$ cat config.mk
export PLATFORM = sky130hd
export DESIGN_NAME = iir_coeff_loader_flat
export DESIGN_NICKNAME = d
export VERILOG_FILES = /design/src/rtl/iir_coeff_loader_pkg.sv /design/src/rtl/iir_coeff_loader_if.sv /design/src/rtl/iir_coeff_loader_coeff_bank.sv /design/src/rtl/iir_coeff_loader.sv /design/src/flat_wrapper.sv
export SDC_FILE = /design/constraint.sdc
export NUM_CORES = 1
export LEC_CHECK = 0
export CAP_MARGIN = 25
export CORE_ASPECT_RATIO = 1.2
export CORE_MARGIN = 2
export CORE_UTILIZATION = 57
export DETAILED_ROUTE_END_ITERATION = 10
export PLACE_DENSITY = 0.81
export SYNTH_ARGS = -nofsm -noshare
export SYNTH_HDL_FRONTEND = slang
export SYNTH_HIERARCHICAL = 1
export SYNTH_SLANG_ARGS = --single-unit
$ cat constraint.sdc
create_clock -name clk -period 5.7 [get_ports clk]
set_clock_uncertainty 0.1 [all_clocks]
set_input_delay 1.425 -clock clk [delete_from_list [all_inputs] [get_ports clk]]
set_output_delay 1.425 -clock clk [all_outputs]
set_load 0.01 [all_outputs]
$ cat src/rtl/iir_coeff_loader_pkg.sv
// -----------------------------------------------------------------------------
// iir_coeff_loader_pkg
// Shared filter definitions: coefficient format (sfix15_En11), section sizes,
// the fixed default coefficient set and the loader FSM state encoding.
// -----------------------------------------------------------------------------
package iir_coeff_loader_pkg;

    localparam int CW = 15;   // coefficient width, signed, 11 fractional bits
    localparam int NA = 6;    // feedback (a) coefficient count
    localparam int NB = 6;    // feed-forward (b) coefficient count

    typedef logic signed [CW-1:0] coeff_t;

    // Fixed coefficient set; 1.0 == 2048 in sfix15_En11.
    localparam coeff_t DEFAULT_A [NA] = '{
        15'sd2048, -15'sd3686, 15'sd3317, -15'sd1638, 15'sd430, -15'sd47
    };
    localparam coeff_t DEFAULT_B [NB] = '{
        15'sd3, 15'sd16, 15'sd33, 15'sd33, 15'sd16, 15'sd3
    };

    typedef enum logic [1:0] {
        ST_IDLE    = 2'd0,
        ST_LOAD    = 2'd1,
        ST_PENDING = 2'd2
    } state_t;

    // Default lookups that stay in range when a module is built with more
    // coefficients than the fixed set provides (extra entries reset to zero).
    function automatic coeff_t default_a(input int i);
        coeff_t c;
        c = '0;
        for (int k = 0; k < NA; k++) begin
            if (k == i) c = DEFAULT_A[k];
        end
        return c;
    endfunction

    function automatic coeff_t default_b(input int i);
        coeff_t c;
        c = '0;
        for (int k = 0; k < NB; k++) begin
            if (k == i) c = DEFAULT_B[k];
        end
        return c;
    endfunction

endpackage

$ cat src/rtl/iir_coeff_loader_if.sv
// -----------------------------------------------------------------------------
// iir_coeff_loader_if
// Coefficient write stream: valid/ready handshake carrying one signed
// coefficient word per transfer plus an end-of-frame marker.
//   wr_valid : word on wr_data is valid          (master -> slave)
//   wr_data  : coefficient word, DW bits          (master -> slave)
//   wr_last  : final word of a frame              (master -> slave)
//   wr_ready : slave accepts a word this cycle    (slave -> master)
// -----------------------------------------------------------------------------
interface iir_coeff_loader_if #(
    parameter int DW = iir_coeff_loader_pkg::CW
);
    logic          wr_valid;
    logic [DW-1:0] wr_data;
    logic          wr_last;
    logic          wr_ready;

    modport master (output wr_valid, output wr_data, output wr_last, input wr_ready);
    modport slave  (input wr_valid, input wr_data, input wr_last, output wr_ready);
endinterface

$ cat src/rtl/iir_coeff_loader_coeff_bank.sv
// -----------------------------------------------------------------------------
// iir_coeff_loader_coeff_bank
// Shadow coefficient store written one word at a time, and the active
// coefficient registers that take a full copy of the shadow on commit_en.
//   clk, reset : clock, synchronous active-high reset (active -> defaults)
//   wr_en      : write wr_data into shadow[wr_idx]
//   wr_idx     : shadow index, a[0..NA-1] then b[0..NB-1]
//   wr_data    : coefficient word
//   commit_en  : copy the whole shadow into the active registers
//   a_c, b_c   : active coefficients
// -----------------------------------------------------------------------------
module iir_coeff_loader_coeff_bank #(
    parameter int NA = iir_coeff_loader_pkg::NA,
    parameter int NB = iir_coeff_loader_pkg::NB,
    parameter int CW = iir_coeff_loader_pkg::CW,
    parameter int IW = 4
) (
    input  logic                   clk,
    input  logic                   reset,
    input  logic                   wr_en,
    input  logic [IW-1:0]          wr_idx,
    input  logic [CW-1:0]          wr_data,
    input  logic                   commit_en,
    output logic [NA-1:0][CW-1:0]  a_c,
    output logic [NB-1:0][CW-1:0]  b_c
);
    import iir_coeff_loader_pkg::*;

    localparam int N = NA + NB;

    // Shadow contents are don't-care after reset, so no reset branch.
    logic [CW-1:0] shadow_reg [N];
    logic [CW-1:0] a_active_reg [NA];
    logic [CW-1:0] b_active_reg [NB];

    always_ff @(posedge clk) begin
        if (wr_en) begin
            shadow_reg[wr_idx] <= wr_data;
        end
    end

    generate
        for (genvar gi = 0; gi < NA; gi++) begin : g_a
            always_ff @(posedge clk) begin
                if (reset) begin
                    a_active_reg[gi] <= CW'(default_a(gi));
                end else if (commit_en) begin
                    a_active_reg[gi] <= shadow_reg[gi];
                end
            end
            assign a_c[gi] = a_active_reg[gi];
        end

        for (genvar gi = 0; gi < NB; gi++) begin : g_b
            always_ff @(posedge clk) begin
                if (reset) begin
                    b_active_reg[gi] <= CW'(default_b(gi));
                end else if (commit_en) begin
                    b_active_reg[gi] <= shadow_reg[NA + gi];
                end
            end
            assign b_c[gi] = b_active_reg[gi];
        end
    endgenerate

endmodule

$ cat src/rtl/iir_coeff_loader.sv
// -----------------------------------------------------------------------------
// iir_coeff_loader
// Loads a frame of NA+NB coefficients into a shadow bank and, once the frame
// is complete and well formed, swaps the whole set into the active registers
// on the next sample strobe so the filter never sees a half-updated set.
//   clk, reset : clock, synchronous active-high reset
//   wr         : coefficient write stream (slave side)
//   sample_en  : filter sample strobe; the only moment a commit may happen
//   a_c, b_c   : active feedback / feed-forward coefficients
//   commit     : one-cycle pulse, active set updated
//   load_err   : one-cycle pulse, malformed frame discarded
//   busy       : frame in progress or waiting for commit
// -----------------------------------------------------------------------------
module iir_coeff_loader #(
    parameter int NA = iir_coeff_loader_pkg::NA,
    parameter int NB = iir_coeff_loader_pkg::NB,
    parameter int CW = iir_coeff_loader_pkg::CW
) (
    input  logic                   clk,
    input  logic                   reset,
    iir_coeff_loader_if.slave      wr,
    input  logic                   sample_en,
    output logic [NA-1:0][CW-1:0]  a_c,
    output logic [NB-1:0][CW-1:0]  b_c,
    output logic                   commit,
    output logic                   load_err,
    output logic                   busy
);
    import iir_coeff_loader_pkg::*;

    localparam int N  = NA + NB;
    localparam int IW = (N > 1) ? $clog2(N) : 1;
    localparam logic [IW-1:0] LAST_IDX = IW'(N - 1);

    state_t        state_reg, state_next;
    logic [IW-1:0] idx_reg, idx_next;
    logic          commit_reg, commit_next;
    logic          load_err_reg, load_err_next;
    logic          ready;
    logic          accept;
    logic          commit_en;

    // Ready is held low while reset is applied, not just after it.
    assign ready       = ~reset & (state_reg != ST_PENDING);
    assign wr.wr_ready = ready;
    assign accept      = wr.wr_valid & ready;

    always_ff @(posedge clk) begin
        if (reset) begin
            state_reg    <= ST_IDLE;
            idx_reg      <= '0;
            commit_reg   <= 1'b0;
            load_err_reg <= 1'b0;
        end else begin
            state_reg    <= state_next;
            idx_reg      <= idx_next;
            commit_reg   <= commit_next;
            load_err_reg <= load_err_next;
        end
    end

    // idx is always 0 in IDLE, so IDLE and LOAD share the same accept path;
    // this also covers the single-word-frame case.
    always_comb begin
        state_next    = state_reg;
        idx_next      = idx_reg;
        commit_next   = 1'b0;
        load_err_next = 1'b0;
        commit_en     = 1'b0;
        case (state_reg)
            ST_IDLE, ST_LOAD: begin
                if (accept) begin
                    if (idx_reg == LAST_IDX) begin
                        idx_next = '0;
                        if (wr.wr_last) begin
                            state_next = ST_PENDING;
                        end else begin
                            state_next    = ST_IDLE;
                            load_err_next = 1'b1;
                        end
                    end else if (wr.wr_last) begin
                        idx_next      = '0;
                        state_next    = ST_IDLE;
                        load_err_next = 1'b1;
                    end else begin
                        idx_next   = idx_reg + 1'b1;
                        state_next = ST_LOAD;
                    end
                end
            end
            ST_PENDING: begin
                if (sample_en) begin
                    commit_en   = 1'b1;
                    commit_next = 1'b1;
                    state_next  = ST_IDLE;
                end
            end
            default: begin
                state_next = ST_IDLE;
                idx_next   = '0;
            end
        endcase
    end

    assign commit   = commit_reg;
    assign load_err = load_err_reg;
    assign busy     = (state_reg != ST_IDLE);

    iir_coeff_loader_coeff_bank #(
        .NA (NA),
        .NB (NB),
        .CW (CW),
        .IW (IW)
    ) u_bank (
        .clk       (clk),
        .reset     (reset),
        .wr_en     (accept),
        .wr_idx    (idx_reg),
        .wr_data   (wr.wr_data),
        .commit_en (commit_en),
        .a_c       (a_c),
        .b_c       (b_c)
    );

endmodule

$ cat src/flat_wrapper.sv
// flat-port wrapper written by rule: the top's interface ports become plain ports
module iir_coeff_loader_flat import iir_coeff_loader_pkg::*;
#(
    parameter int NA = iir_coeff_loader_pkg::NA,
    parameter int NB = iir_coeff_loader_pkg::NB,
    parameter int CW = iir_coeff_loader_pkg::CW
)
  (clk, reset, sample_en, a_c, b_c, commit, load_err, busy, wr_wr_valid, wr_wr_data, wr_wr_last, wr_wr_ready);
  iir_coeff_loader_if #(.DW(15)) wr_i ();
  input  logic clk;
  input  logic reset;
  input  logic sample_en;
  output logic [NA-1:0][CW-1:0] a_c;
  output logic [NB-1:0][CW-1:0] b_c;
  output logic commit;
  output logic load_err;
  output logic busy;
  input wire logic [$bits(wr_i.wr_valid)-1:0] wr_wr_valid;
  input wire logic [$bits(wr_i.wr_data)-1:0] wr_wr_data;
  input wire logic [$bits(wr_i.wr_last)-1:0] wr_wr_last;
  output wire logic [$bits(wr_i.wr_ready)-1:0] wr_wr_ready;
  assign wr_i.wr_valid = wr_wr_valid;
  assign wr_i.wr_data = wr_wr_data;
  assign wr_i.wr_last = wr_wr_last;
  assign wr_wr_ready = wr_i.wr_ready;
  iir_coeff_loader #(.NA(NA), .NB(NB), .CW(CW)) u_core (.clk(clk), .reset(reset), .wr(wr_i), .sample_en(sample_en), .a_c(a_c), .b_c(b_c), .commit(commit), .load_err(load_err), .busy(busy));
endmodule
Word level (Yosys, flattened, before mapping)
Memories as Yosys holds them, arrays and structs flattened.
Index checks and enable logic that the tools add are counted.
{ "totals": {"reg_bits": 8, "ram_bits": 360, "out_inout_bits": 184, "memories": 3} }
{ "memory_table": {"columns": ["memory", "depth", "word_bits", "rd", "rd_clocked_by_memory_dff", "wr", "line_no", "text"], "rows": [
  ["u_core.u_bank.shadow_reg", 12, 15, 12, 0, 1, "iir_coeff_loader_coeff_bank.sv:32", "logic [CW-1:0] shadow_reg [N];"],
  ["u_core.u_bank.a_active_reg", 6, 15, 6, 0, 6, "iir_coeff_loader_coeff_bank.sv:33", "logic [CW-1:0] a_active_reg [NA];"],
  ["u_core.u_bank.b_active_reg", 6, 15, 6, 0, 6, "iir_coeff_loader_coeff_bank.sv:34", "logic [CW-1:0] b_active_reg [NB];"]
]} }
{ "classes": {"add_sub_neg": 1, "eq_ne": 6, "n_mux": 34, "bitwise_logic": 18, "n_reduce_logical": 6} }
{ "ops": {"columns": ["op", "n"], "rows": [
  ["$mux W15", 12],
  ["$mux W1", 13],
  ["$mux W4", 3],
  ["$or A1 B1 Y1", 12],
  ["$mux W2", 4],
  ["$pmux W4 S2", 1],
  ["$add A4 B1 Y4 const B", 1],
  ["$eq A4 B4 Y1 const B", 1],
  ["$ne A2 B2 Y1 const B", 2],
  ["$not A1 Y1", 4],
  ["$pmux W2 S2", 1],
  ["$reduce_and A2 Y1", 2],
  ["$reduce_or A3 Y1", 1],
  ["$and A1 B1 Y1", 2],
  ["$eq A2 B1 Y1 const B", 1],
  ["$eq A2 B2 Y1 const B", 1],
  ["$logic_not A2 Y1", 1],
  ["$ne A2 B1 Y1 const B", 1],
  ["$reduce_bool A2 Y1", 1],
  ["$reduce_or A2 Y1", 1]
]} }

Logic depth before layout (Yosys ltp)
Gate-level depths: netlist of the first run.
{ "depth": {"depth_word": 6, "mapped_depth": 7} }

Cells and area by module
Netlist of the first run, hierarchy kept.
{ "by_module_without_submodules": {"columns": ["module", "instances", "cells_each", "area_per_inst_um2", "seq_area_each_um2"], "rows": [
  ["iir_coeff_loader_coeff_bank", 1, 580, 12218.0, 10810.4],
  ["iir_coeff_loader", 1, 51, 461.7, 160.2]
]} }

Worst setup path before layout of the first run
OpenSTA, ideal clock, no wires.
{ "synth_path": {"path_kind": "input-to-reg", "from": "in sample_en", "to": "mem u_core.u_bank.a_active_reg[0][0] (enable)", "setup_time_ps": 465, "t_arrival_ps": 3753, "required_ps": 5135, "slack_ps": 1382, "stages": 2, "n_path_buf": 0, "cell_sequence": "and2_1 -> or2_2"} }
{ "synth_lines": {"columns": ["item", "line_no", "text"], "rows": [
  ["start, declared", "flat_wrapper.sv:12", "input logic sample_en;"],
  ["end, declared", "iir_coeff_loader_coeff_bank.sv:33", null]
]} }

Worst setup path after layout of the first run
{ "layout_path": {"from": "in reset", "to": "out wr_wr_ready"} }
{ "layout_between": {"elab_chain_cells": 2} }
{ "layout_rtl": {"columns": ["item", "line_no", "text"], "rows": [
  ["start, declared", "flat_wrapper.sv:11", "input logic reset;"],
  ["$not A1 Y1", "iir_coeff_loader.sv:44", "assign ready = ~reset & (state_reg != ST_PENDING);"],
  ["$and A1 B1 Y1", "iir_coeff_loader.sv:44", null],
  ["end, declared", "flat_wrapper.sv:21", "output wire logic [$bits(wr_i.wr_ready)-1:0] wr_wr_ready;"]
]} }
Every way passes these cells.

==> report_table.html, run 1 <==
<table>
<tr><th>Metric</th><th>Value</th></tr>
<tr><th colspan="2">Timing</th></tr>
<tr><td>Unrepaired setup endpoints after global routing</td><td>false</td></tr>
<tr><td>Fin. max-slew vios</td><td>0</td></tr>
<tr><td>Fin crit share</td><td>75.4%</td></tr>
<tr><td>Minimum clock period after layout</td><td>4.30 ns</td></tr>
<tr><td>Hold Worst Slack</td><td>0.398 ns</td></tr>
<tr><td>Final setup vio count</td><td>0</td></tr>
<tr><td>Worst Tran Pin Value</td><td>0.875 ns</td></tr>
<tr><td>Relative slew slack</td><td>41.6%</td></tr>
<tr><td>Max Clock Freq</td><td>233 MHz</td></tr>
<tr><td>Sum Neg Setup Slack</td><td>0 ns</td></tr>
<tr><td>Number of endpoints with negative hold slack in the final report</td><td>0</td></tr>
<tr><th colspan="2">Power and ir drop</th></tr>
<tr><td>PwrDens</td><td>326 mW/mm²</td></tr>
<tr><td>Flop pwr share</td><td>58.1%</td></tr>
<tr><td>Clock power frac</td><td>38.6%</td></tr>
<tr><td>Total leakage power</td><td>5.31 nW</td></tr>
<tr><td>Combinational share of power</td><td>3.3%</td></tr>
<tr><td>Internal power</td><td>4.21 mW</td></tr>
<tr><td>Sw Pwr</td><td>1.00 mW</td></tr>
<tr><td>Switching share of power</td><td>19.2%</td></tr>
<tr><td>Largest vdd supply drop</td><td>0.000254 V</td></tr>
<tr><th colspan="2">Finish</th></tr>
<tr><td>Layout cells sized above 1</td><td>7.82%</td></tr>
<tr><td>Number of diodes added for antenna fixing</td><td>0</td></tr>
<tr><td>Final core occ</td><td>73.4%</td></tr>
<tr><td>Max FFs per register</td><td>180</td></tr>
<tr><td>Final design area excluding fillers</td><td>0.0160 mm²</td></tr>
<tr><td>Final std cells w/o fill</td><td>1156</td></tr>
<tr><td>Area growth from synthesis to layout</td><td>26.1%</td></tr>
<tr><td>Final nets</td><td>882</td></tr>
<tr><td>Fillers</td><td>1218</td></tr>
<tr><th colspan="2">Floorplanning</th></tr>
<tr><td>Y dimension of the die</td><td>167 µm</td></tr>
<tr><td>Number of I/O pins</td><td>204</td></tr>
<tr><td>Std-Cell Rows</td><td>59</td></tr>
<tr><td>Die X-Extent</td><td>140 µm</td></tr>
<tr><td>Core footprint</td><td>0.0218 mm²</td></tr>
<tr><td>Overall die area</td><td>0.0235 mm²</td></tr>
<tr><td>Initial core utilization</td><td>58.2%</td></tr>
<tr><th colspan="2">Global routing</th></tr>
<tr><td>Antenna violations before repair</td><td>0</td></tr>
<tr><td>Pin count of the biggest net entering global routing</td><td>181</td></tr>
<tr><td>Overall routing resource usage</td><td>21.7%</td></tr>
<tr><td>Number of global-route vias before repair</td><td>6159</td></tr>
<tr><td>Final global-route overflow total</td><td>0</td></tr>
<tr><td>Wire length of the first global-routing pass</td><td>37600 µm</td></tr>
<tr><th colspan="2">Synthesis</th></tr>
<tr><td>Yosys warnings</td><td>6</td></tr>
<tr><td>Netlist cell types</td><td>32</td></tr>
<tr><td>Leading register cell type out of synthesis</td><td>sky130_fd_sc_hd__edfxtp_1</td></tr>
<tr><td>Post-synthesis share of cell area spent on full adders, half adders and majority gates</td><td>0.296%</td></tr>
<tr><td>Share of synthesized area spent on multiplexers</td><td>0.158%</td></tr>
<tr><td>Combinational family with the most area after synthesis</td><td>simple AND/OR/NAND/NOR gates</td></tr>
<tr><td>Avg Synthesized Cell Area</td><td>20.1 µm²</td></tr>
<tr><td>FF+latch count, synth</td><td>368</td></tr>
<tr><td>Post-synth design cell area</td><td>0.0127 mm²</td></tr>
<tr><td>Compound-cell area share of the yosys netlist</td><td>0.414%</td></tr>
<tr><td>Number of nets produced by synthesis</td><td>654</td></tr>
<tr><td>Post-synthesis instance total</td><td>631</td></tr>
<tr><td>Post-synthesis share of cell area spent on and, or, nand and nor gates</td><td>11.1%</td></tr>
<tr><td>Post-synthesis xor/xnor area fraction</td><td>0%</td></tr>
<tr><td>EDFF count, synth</td><td>360</td></tr>
<tr><td>Share of synthesized registers carrying an async set or reset</td><td>0%</td></tr>
<tr><td>Sequential cell area fraction in the yosys report</td><td>86.5%</td></tr>
<tr><th colspan="2">Drt</th></tr>
<tr><td>Via density per instance</td><td>5.38</td></tr>
<tr><td>First-iteration detailed-routing DRC count</td><td>661</td></tr>
<tr><td>Iteration count of the initial detailed-routing pass</td><td>11</td></tr>
<tr><td>DRC violation count after routing</td><td>16</td></tr>
<tr><td>Mean routed wirelength per cell</td><td>22.1 µm</td></tr>
<tr><td>Wire length reported by the detailed router</td><td>25500 µm</td></tr>
<tr><td>Via count</td><td>6221</td></tr>
<tr><td>Antenna viol nets, final</td><td>0</td></tr>
<tr><th colspan="2">CTS</th></tr>
<tr><td>Number of sinks on the clock net</td><td>368</td></tr>
<tr><td>Setup Fix Bufs, Post-CTS</td><td>0</td></tr>
<tr><td>Clk_lat worst skew</td><td>0.55 ns</td></tr>
<tr><td>Clock tree from TritonCTS</td><td>yes</td></tr>
<tr><td>Hold buffer count at cts</td><td>0</td></tr>
<tr><td>Root cell of the clock tree</td><td>sky130_fd_sc_hd__clkbuf_16</td></tr>
<tr><td>Clock edge transition at the registers on the reported setup and hold paths</td><td>0.07 ns</td></tr>
<tr><td>Clock buffers created by TritonCTS</td><td>31</td></tr>
<tr><td>Number of gates resized after CTS</td><td>0</td></tr>
<tr><td>Htree depth</td><td>1</td></tr>
<tr><td>Longest Clk Path Bufs</td><td>3</td></tr>
<tr><th colspan="2">Run status</th></tr>
<tr><td>Violations in the final reports</td><td>design-rule violations</td></tr>
<tr><td>Status</td><td>finished with violations</td></tr>
<tr><th colspan="2">Setup path</th></tr>
<tr><td>Endpoint class of the critical path</td><td>primary output</td></tr>
<tr><td>Startpoint-to-endpoint class of the critical path</td><td>in -&gt; out</td></tr>
<tr><td>Critical R2R Launch</td><td>u_core/state_reg[1]</td></tr>
<tr><td>Signal arrival time at the worst endpoint</td><td>2.77 ns</td></tr>
<tr><td>Kind of start point of the critical path</td><td>input pin</td></tr>
<tr><td>CP Max Fanout</td><td>11</td></tr>
<tr><td>R2R depth</td><td>4</td></tr>
<tr><td>Worst reg-to-reg setup slack</td><td>2.96 ns</td></tr>
<tr><td>Capture instance of the worst register-to-register path</td><td>u_core/u_bank/b_active_reg[0][22]</td></tr>
<tr><td>CP required</td><td>4.18 ns</td></tr>
<tr><th colspan="2">Worst hold path</th></tr>
<tr><td>Terminating pin of the worst hold path</td><td>u_core/u_bank/a_active_reg[3][12]</td></tr>
<tr><td>Hold_sp</td><td>u_core/u_bank/shadow_reg[3][12]</td></tr>
<tr><td>Min-delay worst type</td><td>reg -&gt; reg</td></tr>
<tr><td>Number of stages on the worst hold path</td><td>1</td></tr>
<tr><th colspan="2">Flow run</th></tr>
<tr><td>Max cap viols</td><td>0</td></tr>
<tr><th colspan="2">Placement</th></tr>
<tr><td>Count of input and output buffers</td><td>203</td></tr>
<tr><td>Sum of net half-perimeters after detailed placement</td><td>15500 µm</td></tr>
<tr><td>Last weighted congestion value of the routability-driven placer</td><td>0.877</td></tr>
<tr><td>Inst Count DP</td><td>1098</td></tr>
<tr><td>Placement Cell Area</td><td>0.0150 mm²</td></tr>
</table>
-- layout make-up --
class,instances,area [µm²],share of cell area (%)
sequential,368,11000,68.6
timing repair buffer,217,2170,13.6
multi-input combinational,239,1540,9.60
clock buffer,36,795,4.97
tap,274,343,2.14
clock inverter,20,173,1.08
inverter,2,7.51,0.0469
-- per-layer routing --
| layer | global-route usage [%] | up-vias | routed length, µm |
|---|---|---|---|
| met4 | 9.18 | 0 | 988 |
| met2 | 37.4 | 313 | 13400 |
| met5 | 0 | - | 0 |
| met1 | 27.9 | 3088 | 9520 |
| li1 | - | 2761 | - |
| met3 | 3.09 | 59 | 1670 |
-- worst max-delay path, stage by stage --
cell and delay (ns):
sky130_fd_sc_hd__clkdlybuf4s50_1 0.62, sky130_fd_sc_hd__nor2_1 0.18, sky130_fd_sc_hd__clkdlybuf4s50_1 0.54
-- synth_stat cells (all sizes together), types with 2 or more instances --
library cell	n	area, µm²
nand2b	58	370
nor3b	2	15.0
buf	20	181
ha	3	37.5
edfxtp	360	10800
dfxtp	8	160
and2	128	801
mux2i	2	20.0
nand3b	4	30.0
clkbuf	2	7.51
nor2	14	52.6
nand2	3	11.3
nor2b	3	26.3
nand3	3	15.0
or2	2	12.5
nor3	6	35.0
inv	2	7.51
-- placed cells by master, fill, tap and decap left out, types with 2 or more instances in the layout --
| cell type | synthesis | final |
|---|---|---|
| sky130_fd_sc_hd__clkbuf_16 | 0 | 31 |
| sky130_fd_sc_hd__nand2b_1 | 57 | 57 |
| sky130_fd_sc_hd__clkdlybuf4s50_1 | 0 | 203 |
| sky130_fd_sc_hd__nor3_1 | 5 | 2 |
| sky130_fd_sc_hd__clkinv_1 | 0 | 6 |
| sky130_fd_sc_hd__nor3_2 | 1 | 4 |
| sky130_fd_sc_hd__clkinvlp_4 | 0 | 2 |
| sky130_fd_sc_hd__buf_6 | 13 | 2 |
| sky130_fd_sc_hd__buf_12 | 0 | 2 |
| sky130_fd_sc_hd__nand2_1 | 3 | 3 |
| sky130_fd_sc_hd__buf_4 | 0 | 10 |
| sky130_fd_sc_hd__bufinv_16 | 0 | 3 |
| sky130_fd_sc_hd__clkinv_2 | 0 | 9 |
| sky130_fd_sc_hd__nor2_1 | 14 | 12 |
| sky130_fd_sc_hd__and2_1 | 128 | 128 |
| sky130_fd_sc_hd__nor2b_1 | 2 | 2 |
| sky130_fd_sc_hd__edfxtp_1 | 360 | 360 |
| sky130_fd_sc_hd__nand3_1 | 3 | 3 |
| sky130_fd_sc_hd__ha_1 | 3 | 3 |
| sky130_fd_sc_hd__dfxtp_1 | 8 | 8 |
| sky130_fd_sc_hd__mux2i_1 | 2 | 2 |
| sky130_fd_sc_hd__clkbuf_1 | 2 | 5 |
| sky130_fd_sc_hd__inv_1 | 2 | 2 |
| sky130_fd_sc_hd__nand3b_1 | 4 | 4 |
| sky130_fd_sc_hd__nor3b_1 | 2 | 2 |
| sky130_fd_sc_hd__nor2_2 | 0 | 2 |
-- stage by stage --
step / power, mW / setup slack [ns]
after global placement: 3.25 / 1.42
after floorplan: 3.13 / 1.38
final: 5.21 / 1.40
after CTS: 5.24 / 1.40
after detailed placement: 3.26 / 1.36
after global routing: 5.35 / 1.33
-- how the worst max path moves through the flow --
stage	cells after the start	slack, ns	startpoint	endpoint
5_1_grt	3	1.33	reset	wr_wr_ready
4_1_cts	3	1.40	reset	wr_wr_ready
6_report	3	1.40	reset	wr_wr_ready
3_5_place_dp	5	1.36	reset	u_core/u_bank/shadow_reg[0][10]
2_1_floorplan	2	1.38	sample_en	u_core/u_bank/a_active_reg[0][0]
3_3_place_gp	3	1.42	reset	wr_wr_ready
-- power groups by stage --
stage	clock, mW	combinational (mW)	sequential [mW]
finish	2.01	0.174	3.02
global route	2.14	0.184	3.03
CTS	2.04	0.175	3.03
detailed placement	0	0.174	3.08
global placement	0	0.169	3.08
floorplan	0	0.0308	3.10
-- cells by family after synthesis --
| group | count (synthesis) |
|---|---|
| AND/OR/NAND/NOR | 227 |
| buffers and inverters | 24 |
| flip-flops | 368 |
| AO/OA/AOI/OAI | 7 |
| adder cells (fa/ha/maj) | 3 |
| multiplexers | 2 |
(Power assumes the default switching activity.)
==> inputs of run 2 (changes only) <==
- CORE_UTILIZATION: 57 -> 48
- PLACE_DENSITY: 0.81 -> 0.73
- clock period: 5.7 -> 3.5 ns (I/O delays scaled with it)
==> report_table.html, run 2 (synthesis results as in run 1) <==
<table>
<tr><th>Metric</th><th>Value</th></tr>
<tr><th colspan="2">Run status</th></tr>
<tr><td>Status</td><td>finished clean</td></tr>
<tr><th colspan="2">Finish</th></tr>
<tr><td>Most frequent cells in the layout</td><td>sky130_fd_sc_hd__edfxtp_1, sky130_fd_sc_hd__clkdlybuf4s50_1, sky130_fd_sc_hd__and2_1</td></tr>
<tr><td>Final core occ</td><td>62.8%</td></tr>
<tr><td>Final nets</td><td>900</td></tr>
<tr><td>Number of diodes added for antenna fixing</td><td>0</td></tr>
<tr><td>Layout cells sized above 1</td><td>9.53%</td></tr>
<tr><td>Area growth from synthesis to layout</td><td>29.2%</td></tr>
<tr><td>Most frequent standard cell in the layout excluding fill and tap cells</td><td>sky130_fd_sc_hd__edfxtp_1</td></tr>
<tr><td>Final design area excluding fillers</td><td>0.0164 mm²</td></tr>
<tr><td>Max FFs per register</td><td>180</td></tr>
<tr><td>Final std cells w/o fill</td><td>1237</td></tr>
<tr><th colspan="2">Drt</th></tr>
<tr><td>Via density per instance</td><td>4.90</td></tr>
<tr><td>DRC violation count after routing</td><td>0</td></tr>
<tr><td>Met2 routed WL</td><td>13400 µm</td></tr>
<tr><td>Antenna viol nets, final</td><td>0</td></tr>
<tr><td>Highest routing layer actually used</td><td>met4</td></tr>
<tr><td>Iteration count of the initial detailed-routing pass</td><td>4</td></tr>
<tr><td>First-iteration detailed-routing DRC count</td><td>429</td></tr>
<tr><td>Wl on met1</td><td>9980 µm</td></tr>
<tr><td>Mean routed wirelength per cell</td><td>20.7 µm</td></tr>
<tr><td>Via count</td><td>6061</td></tr>
<tr><td>Wire length reported by the detailed router</td><td>25600 µm</td></tr>
<tr><td>Met3 WL</td><td>1370 µm</td></tr>
<tr><th colspan="2">Timing</th></tr>
<tr><td>Worst Tran Pin Value</td><td>0.924 ns</td></tr>
<tr><td>Sum Neg Setup Slack</td><td>0 ns</td></tr>
<tr><td>Fin. max-slew vios</td><td>0</td></tr>
<tr><td>Relative slew slack</td><td>38.2%</td></tr>
<tr><td>Minimum clock period after layout</td><td>2.91 ns</td></tr>
<tr><td>Number of endpoints with negative hold slack in the final report</td><td>0</td></tr>
<tr><td>Max Clock Freq</td><td>344 MHz</td></tr>
<tr><td>Fin crit share</td><td>83.2%</td></tr>
<tr><td>Unrepaired setup endpoints after global routing</td><td>false</td></tr>
<tr><td>Final setup vio count</td><td>0</td></tr>
<tr><th colspan="2">Setup path</th></tr>
<tr><td>Signal arrival time at the worst endpoint</td><td>1.94 ns</td></tr>
<tr><td>CP required</td><td>2.52 ns</td></tr>
<tr><td>Startpoint-to-endpoint class of the critical path</td><td>in -&gt; out</td></tr>
<tr><td>Critical R2R Launch</td><td>u_core/state_reg[1]</td></tr>
<tr><td>CP Max Fanout</td><td>2</td></tr>
<tr><td>Endpoint class of the critical path</td><td>primary output</td></tr>
<tr><td>Kind of start point of the critical path</td><td>input pin</td></tr>
<tr><td>Setup crit start</td><td>reset</td></tr>
<tr><th colspan="2">Power and ir drop</th></tr>
<tr><td>PwrDens</td><td>539 mW/mm²</td></tr>
<tr><td>Sw Pwr</td><td>1.71 mW</td></tr>
<tr><td>Total leakage power</td><td>5.46 nW</td></tr>
<tr><td>Combinational share of power</td><td>3.4%</td></tr>
<tr><td>Flop pwr share</td><td>55.8%</td></tr>
<tr><td>Largest vdd supply drop</td><td>0.000369 V</td></tr>
<tr><td>Switching share of power</td><td>19.3%</td></tr>
<tr><td>Clock power frac</td><td>40.8%</td></tr>
<tr><td>Internal power</td><td>7.12 mW</td></tr>
<tr><th colspan="2">Floorplanning</th></tr>
<tr><td>Std-Cell Rows</td><td>65</td></tr>
<tr><td>Initial core utilization</td><td>48.6%</td></tr>
<tr><td>Number of I/O pins</td><td>204</td></tr>
<tr><td>Overall die area</td><td>0.0277 mm²</td></tr>
<tr><td>Y dimension of the die</td><td>182 µm</td></tr>
<tr><td>Core footprint</td><td>0.0261 mm²</td></tr>
<tr><td>Die X-Extent</td><td>152 µm</td></tr>
<tr><th colspan="2">CTS</th></tr>
<tr><td>Clock buffers created by TritonCTS</td><td>36</td></tr>
<tr><td>Setup Fix Bufs, Post-CTS</td><td>0</td></tr>
<tr><td>Number of gates resized after CTS</td><td>0</td></tr>
<tr><td>Number of sinks on the clock net</td><td>368</td></tr>
<tr><td>Root cell of the clock tree</td><td>sky130_fd_sc_hd__clkbuf_16</td></tr>
<tr><td>Hold buffer count at cts</td><td>0</td></tr>
<tr><td>Longest Clk Path Bufs</td><td>3</td></tr>
<tr><td>Clock tree from TritonCTS</td><td>yes</td></tr>
<tr><td>Clock edge transition at the registers on the reported setup and hold paths</td><td>0.06 ns</td></tr>
<tr><td>Clk_lat worst skew</td><td>0.49 ns</td></tr>
<tr><td>Htree depth</td><td>2</td></tr>
<tr><th colspan="2">Placement</th></tr>
<tr><td>Count of input and output buffers</td><td>203</td></tr>
<tr><td>Sum of net half-perimeters after detailed placement</td><td>15700 µm</td></tr>
<tr><td>Placement Cell Area</td><td>0.0153 mm²</td></tr>
<tr><td>Inst Count DP</td><td>1174</td></tr>
<tr><td>Last weighted congestion value of the routability-driven placer</td><td>0.782</td></tr>
<tr><th colspan="2">Flow run</th></tr>
<tr><td>Max cap viols</td><td>0</td></tr>
<tr><th colspan="2">Global routing</th></tr>
<tr><td>Antenna violations before repair</td><td>0</td></tr>
<tr><td>Wire length of the first global-routing pass</td><td>37100 µm</td></tr>
<tr><td>Pin count of the biggest net entering global routing</td><td>55</td></tr>
<tr><td>Overall routing resource usage</td><td>18.3%</td></tr>
<tr><td>Final global-route overflow total</td><td>0</td></tr>
<tr><td>Number of global-route vias before repair</td><td>5951</td></tr>
<tr><th colspan="2">Worst hold path</th></tr>
<tr><td>Hold_sp</td><td>u_core/u_bank/shadow_reg[3][14]</td></tr>
<tr><td>Min-delay worst type</td><td>reg -&gt; reg</td></tr>
</table>
-- run 2: stage by stage --
stage	worst slack, ns	hold slack (ns)	power (mW)
finish	0.590	0.393	8.83
global route	0.513	0.419	9.10
CTS	0.580	0.393	8.90
detailed placement	0.458	0.383	5.33
global placement	0.455	0.379	5.33
floorplan	0.242	0.377	5.09
-- run 2: area by class of cell --
type	instances	area [µm²]
fill	1792	9720
multi-input combinational	239	1540
inverter	2	7.51
timing repair buffer	230	2350
clock buffer	45	956
clock inverter	18	150
tap	335	419
sequential	368	11000
-- run 2: worst paths after layout --
| path | endpoint | slack [ns] | cells past startpoint |
|---|---|---|---|
| max | wr_wr_ready | 0.59 | 3 |
| max reg2reg | u_core/u_bank/a_active_reg[5][8] | 1.07 | 5 |
| min reg2reg | u_core/u_bank/a_active_reg[3][14] | 0.39 | 1 |
| min | u_core/u_bank/a_active_reg[3][14] | 0.39 | 1 |
-- run 2: worst max-delay path, cell delays in order --
cell and delay [ns]:
sky130_fd_sc_hd__clkdlybuf4s50_1 0.41, sky130_fd_sc_hd__nor2_1 0.11, sky130_fd_sc_hd__clkdlybuf4s50_1 0.54
-- run 2: power groups by stage --
stage	clock, mW	combinational (mW)	sequential (mW)
final	3.60	0.302	4.93
after global placement	0	0.304	5.02
after detailed placement	0	0.307	5.02
after floorplan	0	0.0504	5.04
after global routing	3.85	0.318	4.93
after CTS	3.67	0.308	4.93
-- run 2: per-layer routing --
| metal | global-route usage, % | vias to the layer above |
|---|---|---|
| met3 | 2.79 | 51 |
| met2 | 32.6 | 243 |
| met4 | 7.48 | 0 |
| li1 | - | 2800 |
| met5 | 0 | - |
| met1 | 22.3 | 2967 |
